--- src/rtl/conv_xnor_popcount_unit_if.sv ---
// Column/weight input bus and thresholded result bus of conv_xnor_popcount_unit.
// master drives columns and weights; slave produces the popcount result.
interface conv_xnor_popcount_unit_if #(
  parameter int IDX_W = 4
);
  logic [15:0]      weights_data;
  logic             weights_load;
  logic [2:0]       d_in;
  logic             d_valid;
  logic [IDX_W-1:0] col_idx;
  logic             row_start;
  logic             out_valid;
  logic             out_bit;
  logic [IDX_W-1:0] out_idx;
  logic [3:0]       popcount;

  modport master (
    output weights_data, weights_load, d_in, d_valid, col_idx, row_start,
    input  out_valid, out_bit, out_idx, popcount
  );

  modport slave (
    input  weights_data, weights_load, d_in, d_valid, col_idx, row_start,
    output out_valid, out_bit, out_idx, popcount
  );
endinterface

--- src/rtl/conv_xnor_popcount_unit.sv ---
// 3x3 binary XNOR-popcount over a 3-column sliding window, 2-stage pipeline.
// Optional macro CONV_THRESH_PORT_EN adds a run-time threshold (thresh_in, captured on weights_load).
module conv_xnor_popcount_unit #(
  parameter int THRESH = 5,
  parameter int IDX_W  = 4
) (
  input  logic clk,
  input  logic reset_b,
`ifdef CONV_THRESH_PORT_EN
  input  logic [3:0] thresh_in,
`endif
  conv_xnor_popcount_unit_if.slave bus
);

  localparam logic [3:0] THRESH_V = 4'(THRESH);

  logic [8:0]       weight_reg;
  logic [2:0][2:0]  win_reg;      // win_reg[c][r]: column c (0 = oldest), row r
  logic [1:0]       fill_reg;
  logic [1:0]       fill_next;
  logic             upd_reg;      // window just became (or stayed) full
  logic [IDX_W-1:0] head_reg;

  logic [2:0][1:0]  row_cnt;
  logic [2:0][1:0]  s1_cnt_reg;
  logic [IDX_W-1:0] s1_idx_reg;
  logic             s1_valid_reg;

  logic [3:0]       pop_next;
  logic [3:0]       thr;
  logic             out_valid_reg;
  logic             out_bit_reg;
  logic [IDX_W-1:0] out_idx_reg;
  logic [3:0]       pop_reg;

  logic             unused_bits;
  assign unused_bits = ^bus.weights_data[15:9];

`ifdef CONV_THRESH_PORT_EN
  logic [3:0] thresh_reg;
  always_ff @(posedge clk or negedge reset_b) begin
    if (!reset_b) begin
      thresh_reg <= THRESH_V;
    end else if (bus.weights_load) begin
      thresh_reg <= thresh_in;
    end
  end
  assign thr = thresh_reg;
`else
  assign thr = THRESH_V;
`endif

  always_ff @(posedge clk or negedge reset_b) begin
    if (!reset_b) begin
      weight_reg <= '0;
    end else if (bus.weights_load) begin
      weight_reg <= bus.weights_data[8:0];
    end
  end

  // row_start restarts the fill count; a column arriving on the same edge is the first of the new row
  always_comb begin
    fill_next = fill_reg;
    if (bus.row_start) begin
      fill_next = 2'd0;
    end
    if (bus.d_valid && (fill_next != 2'd3)) begin
      fill_next = fill_next + 2'd1;
    end
  end

  always_ff @(posedge clk or negedge reset_b) begin
    if (!reset_b) begin
      win_reg  <= '0;
      fill_reg <= 2'd0;
      upd_reg  <= 1'b0;
      head_reg <= '0;
    end else begin
      fill_reg <= fill_next;
      upd_reg  <= bus.d_valid && (fill_next == 2'd3);
      if (bus.row_start) begin
        win_reg[0] <= '0;
        win_reg[1] <= '0;
        win_reg[2] <= bus.d_valid ? bus.d_in : 3'b000;
      end else if (bus.d_valid) begin
        win_reg[0] <= win_reg[1];
        win_reg[1] <= win_reg[2];
        win_reg[2] <= bus.d_in;
      end
      if (bus.d_valid) begin
        head_reg <= bus.col_idx - IDX_W'(2);
      end
    end
  end

  // Per-row match bits reduced to a 2-bit count: ones = parity, twos = majority
  generate
    for (genvar gi = 0; gi < 3; gi++) begin : g_row
      logic [2:0] row_match;
      assign row_match = ~({win_reg[2][gi], win_reg[1][gi], win_reg[0][gi]}
                           ^ weight_reg[3*gi +: 3]);
      assign row_cnt[gi] = {(row_match[0] & row_match[1]) |
                            (row_match[0] & row_match[2]) |
                            (row_match[1] & row_match[2]),
                            ^row_match};
    end
  endgenerate

  always_ff @(posedge clk or negedge reset_b) begin
    if (!reset_b) begin
      s1_valid_reg <= 1'b0;
      s1_cnt_reg   <= '0;
      s1_idx_reg   <= '0;
    end else begin
      s1_valid_reg <= upd_reg;
      if (upd_reg) begin
        s1_cnt_reg <= row_cnt;
        s1_idx_reg <= head_reg;
      end
    end
  end

  assign pop_next = {2'b00, s1_cnt_reg[0]} + {2'b00, s1_cnt_reg[1]} + {2'b00, s1_cnt_reg[2]};

  always_ff @(posedge clk or negedge reset_b) begin
    if (!reset_b) begin
      out_valid_reg <= 1'b0;
      out_bit_reg   <= 1'b0;
      out_idx_reg   <= '0;
      pop_reg       <= '0;
    end else begin
      out_valid_reg <= s1_valid_reg;
      if (s1_valid_reg) begin
        pop_reg     <= pop_next;
        out_bit_reg <= (pop_next >= thr);
        out_idx_reg <= s1_idx_reg;
      end
    end
  end

  assign bus.out_valid = out_valid_reg;
  assign bus.out_bit   = out_bit_reg;
  assign bus.out_idx   = out_idx_reg;
  assign bus.popcount  = pop_reg;

endmodule

--- src/flat_wrapper.sv ---
// flat-port wrapper written by rule: the top's interface ports become plain ports
module conv_xnor_popcount_unit_flat 
#(
  parameter int THRESH = 5,
  parameter int IDX_W  = 4
)
  (clk, reset_b, bus_weights_data, bus_weights_load, bus_d_in, bus_d_valid, bus_col_idx, bus_row_start, bus_out_valid, bus_out_bit, bus_out_idx, bus_popcount);
  conv_xnor_popcount_unit_if #(.IDX_W(IDX_W)) bus_i ();
  input  logic clk;
  input  logic reset_b;
  input wire logic [$bits(bus_i.weights_data)-1:0] bus_weights_data;
  input wire logic [$bits(bus_i.weights_load)-1:0] bus_weights_load;
  input wire logic [$bits(bus_i.d_in)-1:0] bus_d_in;
  input wire logic [$bits(bus_i.d_valid)-1:0] bus_d_valid;
  input wire logic [$bits(bus_i.col_idx)-1:0] bus_col_idx;
  input wire logic [$bits(bus_i.row_start)-1:0] bus_row_start;
  output wire logic [$bits(bus_i.out_valid)-1:0] bus_out_valid;
  output wire logic [$bits(bus_i.out_bit)-1:0] bus_out_bit;
  output wire logic [$bits(bus_i.out_idx)-1:0] bus_out_idx;
  output wire logic [$bits(bus_i.popcount)-1:0] bus_popcount;
  assign bus_i.weights_data = bus_weights_data;
  assign bus_i.weights_load = bus_weights_load;
  assign bus_i.d_in = bus_d_in;
  assign bus_i.d_valid = bus_d_valid;
  assign bus_i.col_idx = bus_col_idx;
  assign bus_i.row_start = bus_row_start;
  assign bus_out_valid = bus_i.out_valid;
  assign bus_out_bit = bus_i.out_bit;
  assign bus_out_idx = bus_i.out_idx;
  assign bus_popcount = bus_i.popcount;
  conv_xnor_popcount_unit #(.THRESH(THRESH), .IDX_W(IDX_W)) u_core (.clk(clk), .reset_b(reset_b), .bus(bus_i));
endmodule
--- config.mk ---
export PLATFORM = sky130hd
export DESIGN_NAME = conv_xnor_popcount_unit_flat
export DESIGN_NICKNAME = d
export VERILOG_FILES = /design/src/rtl/conv_xnor_popcount_unit_if.sv /design/src/rtl/conv_xnor_popcount_unit.sv /design/src/flat_wrapper.sv
export SDC_FILE = /design/constraint.sdc
export NUM_CORES = 1
export LEC_CHECK = 0
export ABC_CLOCK_PERIOD_IN_PS = 5800
export CAP_MARGIN = 20
export CORE_MARGIN = 3
export CORE_UTILIZATION = 37
export CTS_CLUSTER_DIAMETER = 40
export CTS_CLUSTER_SIZE = 25
export DETAILED_ROUTE_END_ITERATION = 12
export SYNTH_ARGS = -nofsm -noshare
export SYNTH_HDL_FRONTEND = slang
export SYNTH_SLANG_ARGS = --single-unit
export TNS_END_PERCENT = 30
--- constraint.sdc ---
create_clock -name clk -period 5.8 [get_ports clk]
set_input_delay 1.74 -clock clk [delete_from_list [all_inputs] [get_ports clk]]
set_output_delay 1.74 -clock clk [all_outputs]
set_load 0.005 [all_outputs]
==> results of run 1 <==
==> worst max-delay path: cells and delay by family <==
family        cells  cell delay, ps
mux               1             330
simple gates      2             310
fa+ha+maj         1             240
buf+inv           1             750
==> cell families (layout without fill, tap and decap cells) <==
| group | count (synthesis) | after routing | share of synthesized area |
|---|---|---|---|
| AND/OR/NAND/NOR | 16 | 16 | 0.0441 |
| flip-flops | 46 | 46 | 0.556 |
| AO/OA/AOI/OAI | 11 | 11 | 0.0375 |
| adder cells (fa/ha/maj) | 10 | 10 | 0.0786 |
| multiplexers | 36 | 36 | 0.190 |
| buffers and inverters | 17 | 49 | 0.0429 |
| XOR/XNOR | 12 | 12 | 0.0508 |
==> report_power, final <==
group	switching (W)	internal, W	total, W
clock network	0.0000968	0.0000809	0.000178
logic	0.000155	0.000215	0.000371
registers	0.0000517	0.000404	0.000456
==> layer usage <==
layer / share of wire / track usage
met3: 0.054 / 0.0366
met5: 0 / 0
met4: 0.0087 / 0.0405
met1: 0.45 / 0.135
met2: 0.49 / 0.190
==> how the worst max path moves through the flow <==
stage                             start                  to  slack (ps)
after global routing      bus_row_start  u_core.fill_reg[1]        2570
final                     bus_row_start  u_core.fill_reg[1]        2620
after global placement    bus_row_start  u_core.fill_reg[1]        2340
after detailed placement  bus_row_start  u_core.fill_reg[1]        2270
after CTS                 bus_row_start  u_core.fill_reg[1]        2600
after floorplan           bus_row_start  u_core.fill_reg[1]        3090
==> per-stage QoR <==
stage | std cells | util
after CTS | 249 | 0.472
after detailed placement | 242 | 0.457
after floorplan | 148 | -
after global routing | 250 | 0.475
final | 250 | 0.475
after global placement | 242 | 0.457
==> layout make-up <==
type,count,area [sq um]
multi-input cells,85,831
fillers,492,2770
inverters,11,41.3
well taps,70,87.6
flip-flops and latches,46,1150
clock inverters,2,10.0
clock buffers,5,68.8
repair buffers,31,315
==> cells in the final DEF (no fill, tap or decap), drive strengths merged, types with 2 or more instances in the layout <==
cell,count
inv,11
xor2,9
a21oi,4
fa,5
clkbuf,5
ha,5
dfrtp,46
clkinv,2
buf,2
mux2i,12
xnor2,3
clkdlybuf4s50,29
mux2,24
nor2b,2
a22o,3
nor2,10
==> results_dict.tcl, run 1 <==
set metrics [dict create \
    outcome "finished clean" \
    ys_async_sr_fraction 1.00 \
    drc 0 \
    gp_congestion 0.730 \
    tns_ps 0 \
    cts_tree "built" \
    cap_violations 0 \
    vias 1161 \
    critical_path_class "in2reg" \
    ir_worst_vdd_v 0.000188 \
    yosys_warnings 0 \
    setup_viol 0 \
    syn_to_final_growth_pct 21.0 \
    grt_start_max_net_pins 47 \
    ctsRootBufferMaster "clkbuf_8" \
    synth_area_leader_cell "dfrtp_1" \
    seq_area_frac_synth 0.556 \
    worst_path_max_delay_cell "clkdlybuf4s50_1" \
    cts_buffers 5 \
    required_ps 5980 \
    critPathArrivalTime_ps 3370 \
    tightestPinTransition_ps 858 \
    pre_cts_ws_ps 2270 \
    rows 26 \
    wl_microns 3340 \
    grt_pass1_vias 1257 \
    clk_latency_ps 290 \
    r2r-end "u_core.bus.out_bit" \
    place_area_sq_um 2410 \
    synth_most_common_cell "dfrtp_1" \
    r2r_slack_ps 3650 \
    start_kind "input pin" \
    dr.pass1.iters 2 \
    reg2reg_depth 8 \
    fin_skew_ps 5.04 \
    synth_seq_cells 46 \
    max_stage_delay_ps 750 \
    hold_viol 0 \
    cts_resized 0 \
    stdcell_area_sq_um 2500 \
    total_power_w 0.00100 \
    hold_buffers 0 \
    clock_path_buffers 2 \
    whs_ps 510 \
    synthFlopType "dfrtp_1" \
    slew_headroom 0.426 \
    synth_commonest_cells "dfrtp_1 (46), mux2_2 (23), mux2i_1 (12), inv_1 (11), nor2_1 (10)" \
    vias_per_cell 4.64 \
    synth-edff-count 0 \
    port_buffers 30 \
    start_util 0.393 \
    cp-end-kind "flip-flop" \
    n_antenna_cell 0 \
    hp-start "u_core.s1_idx_reg[2]" \
    dp_hpwl_microns 2470 \
    antenna_found_initial 0 \
    rsz0062_at_grt "false" \
    min_to "u_core.s1_idx_reg[2]" \
    die_h_microns 80.8 \
    wl_per_cell_microns 13.4 \
    grt_usage 0.113 \
    clock-sinks 46 \
    core_sq_um 5270 \
    syn_area_sq_um 2070 \
    clk_pin_slew_worst_paths_ps 80 \
    grt_pass1_wl_microns 5630 \
    rr_startpoint "u_core.s1_cnt_reg[0]" \
    drt_iter0_markers 35 \
    htree_levels 2 \
    hp-class "reg2reg" \
    synth_top_area_frac 0.556 \
    layout-drive-gt1-share 0.200 \
    cts_setup_buffers 0 \
    worst_slack_ps 2620 \
    maxSlewViolCount 0 \
    syn_area_per_cell_sq_um 14.0 \
    synth_cell_types 24 \
    die_area_sq_um 6530 \
    nets 218 \
    period_share 0.549 \
    synthCells 148 \
    fmax_mhz 314 \
    crit_chain "clkdlybuf4s50_1 > nor2b_4 > ha_1 > nand2b_2 > mux2_4" \
    synth_fp_nets 186 \
    cellLeakagePower_nw 1.14 \
    path_max_fanout 9 \
    io_pins 38 \
    overflow 0 \
    power.density_nw_per_um2 401 \
    worstHoldPathCells 1 \
    yosys-top-cells-area "dfrtp_1 (56%), mux2_2 (13%), mux2i_1 (5.8%)" \
    ant_nets 0 \
    chipWidth_microns 80.8 \
    fin_crit_ps 3180 \
]
Note: power is estimated with default switching activity, not from simulation.
==> inputs of run 2 (changes only) <==
--- a/config.mk
+++ b/config.mk
@@ -5,7 +5,7 @@
 export SDC_FILE = /design/constraint.sdc
 export NUM_CORES = 1
 export LEC_CHECK = 0
-export ABC_CLOCK_PERIOD_IN_PS = 5800
+export ABC_CLOCK_PERIOD_IN_PS = 3100
 export CAP_MARGIN = 20
 export CORE_MARGIN = 3
 export CORE_UTILIZATION = 37
==> constraint.sdc (replaced) <==
create_clock -name clk -period 3.1 [get_ports clk]
set_input_delay 0.93 -clock clk [delete_from_list [all_inputs] [get_ports clk]]
set_output_delay 0.93 -clock clk [all_outputs]
set_load 0.005 [all_outputs]
==> run 2 against run 1 <==
Final cell count is 1.2% higher. Largest cell class unchanged. Core utilization is 0.85 points higher. Highest routed layer unchanged. Worst hold slack worse by 2.2 ps.
==> results_dict.tcl, run 2 (synthesized netlist as in run 1, its figures left out) <==
set metrics [dict create \
    outcome "finished clean" \
    htree_levels 2 \
    setup_viol 0 \
    port_buffers 30 \
    maxSlewViolCount 0 \
    rows 26 \
    hold_buffers 0 \
    die_h_microns 80.8 \
    cap_violations 0 \
    place_area_sq_um 2420 \
    cp_top_family "buffers and inverters" \
    start_util 0.393 \
    ir_worst_vdd_v 0.000344 \
    critPathArrivalTime_ps 2350 \
    cts_setup_buffers 0 \
    dp_hpwl_microns 2550 \
    path_buf_inv 1 \
    period_share 0.702 \
    hp-class "in2async" \
    start_kind "input pin" \
    seq_area_sq_um 1150 \
    overflow 0 \
    hold_viol 0 \
    grt_start_max_net_pins 47 \
    rr_startpoint "u_core.s1_cnt_reg[0]" \
    fin_skew_ps 6.22 \
    grt_pass1_wl_microns 5800 \
    grt_pass1_vias 1250 \
    path_max_fanout 4 \
    slew_headroom 0.590 \
    ant_nets 0 \
    cts_buffers 5 \
    crit_chain "clkdlybuf4s50_1 > nor2b_4 > ha_1 > nand2b_2 > mux2_4" \
    layout-drive-gt1-share 0.213 \
    chipWidth_microns 80.8 \
    cts_resized 0 \
    n_fill_cell 488 \
    fin_crit_ps 2180 \
    gp_congestion 0.731 \
    ctsRootBufferMaster "clkbuf_8" \
    die_area_sq_um 6530 \
    io_pins 38 \
    drt_iter0_markers 15 \
    cp-end-kind "flip-flop" \
    tns_ps 0 \
    clk_pin_slew_worst_paths_ps 80 \
    grt_usage 0.118 \
    fmax_mhz 459 \
    power.density_nw_per_um2 772 \
    layout_common_cells "dfrtp_1 (46), clkdlybuf4s50_1 (29), mux2_2 (23)" \
    cts_tree "built" \
    syn_to_final_growth_pct 23.1 \
    cellLeakagePower_nw 1.16 \
    max_stage_delay_ps 600 \
    clk_latency_ps 290 \
    final_common_cell "dfrtp_1" \
    core_sq_um 5270 \
    multi_input_area_sq_um 831 \
    wl_per_cell_microns 13.2 \
    stdcell_area_sq_um 2550 \
    r2r_slack_ps 940 \
    tightestPinTransition_ps 612 \
    n_antenna_cell 0 \
    nets 220 \
    dr.pass1.iters 4 \
    worst_path_max_delay_cell "clkdlybuf4s50_1" \
    required_ps 3270 \
    clock-sinks 46 \
    drc 0 \
    crit_path_start "bus_row_start" \
    reg2reg_depth 8 \
    clock_path_buffers 2 \
    vias_per_cell 4.60 \
    critical_path_class "in2reg" \
    rsz0062_at_grt "false" \
    antenna_found_initial 0 \
    wl_microns 3340 \
    r2r-end "u_core.bus.out_bit" \
    vias 1163 \
]
==> run 2: changes by cell type in the layout (fill, tap and decap cells not counted) <==
cell and delta:
buf_4 +2, bufinv_16 +1
==> run 2: worst max-delay path by stage <==
stage | to | slack, ps | depth (start not counted)
floorplan | u_core.bus.out_bit | 1070 | 8
detailed placement | u_core.fill_reg[1] | 620 | 5
global placement | u_core.fill_reg[1] | 660 | 5
finish | u_core.fill_reg[1] | 920 | 5
CTS | u_core.bus.out_bit | 910 | 8
global route | u_core.bus.out_bit | 820 | 8
==> run 2: cell type report <==
class / instances / area share
Clock buffer: 5 / 0.0270
Clock inverter: 3 / 0.0157
Inverter: 11 / 0.0162
Multi-Input combinational cell: 85 / 0.326
Sequential cell: 46 / 0.451
Tap cell: 70 / 0.0343
Timing Repair Buffer: 33 / 0.130
==> run 2: layer usage <==
| layer | wire length, microns | part of all wire | global-route usage |
|---|---|---|---|
| met1 | 1500 | 0.45 | 0.145 |
| met2 | 1640 | 0.49 | 0.197 |
| met3 | 160 | 0.048 | 0.0333 |
| met4 | 37 | 0.011 | 0.0456 |
| met5 | 0 | 0 | 0 |
==> run 2: metrics by stage <==
| stage | cells | util | total power (W) | setup slack, ps | hold WS [ps] |
|---|---|---|---|---|---|
| 6_report | 253 | 0.484 | 0.00197 | 922 | 508 |
| 5_1_grt | 253 | 0.484 | 0.00213 | 818 | 501 |
| 4_1_cts | 252 | 0.480 | 0.00201 | 915 | 513 |
| 3_5_place_dp | 244 | 0.459 | 0.00157 | 616 | 493 |
| 3_3_place_gp | 244 | 0.459 | 0.00152 | 660 | 482 |
| 2_1_floorplan | 148 | - | 0.00130 | 1070 | 349 |
==> run 2: report_power, final <==
part           internal (W)  switching, W
clock              0.000237      0.000189
combinational      0.000403      0.000287
sequential         0.000756     0.0000958
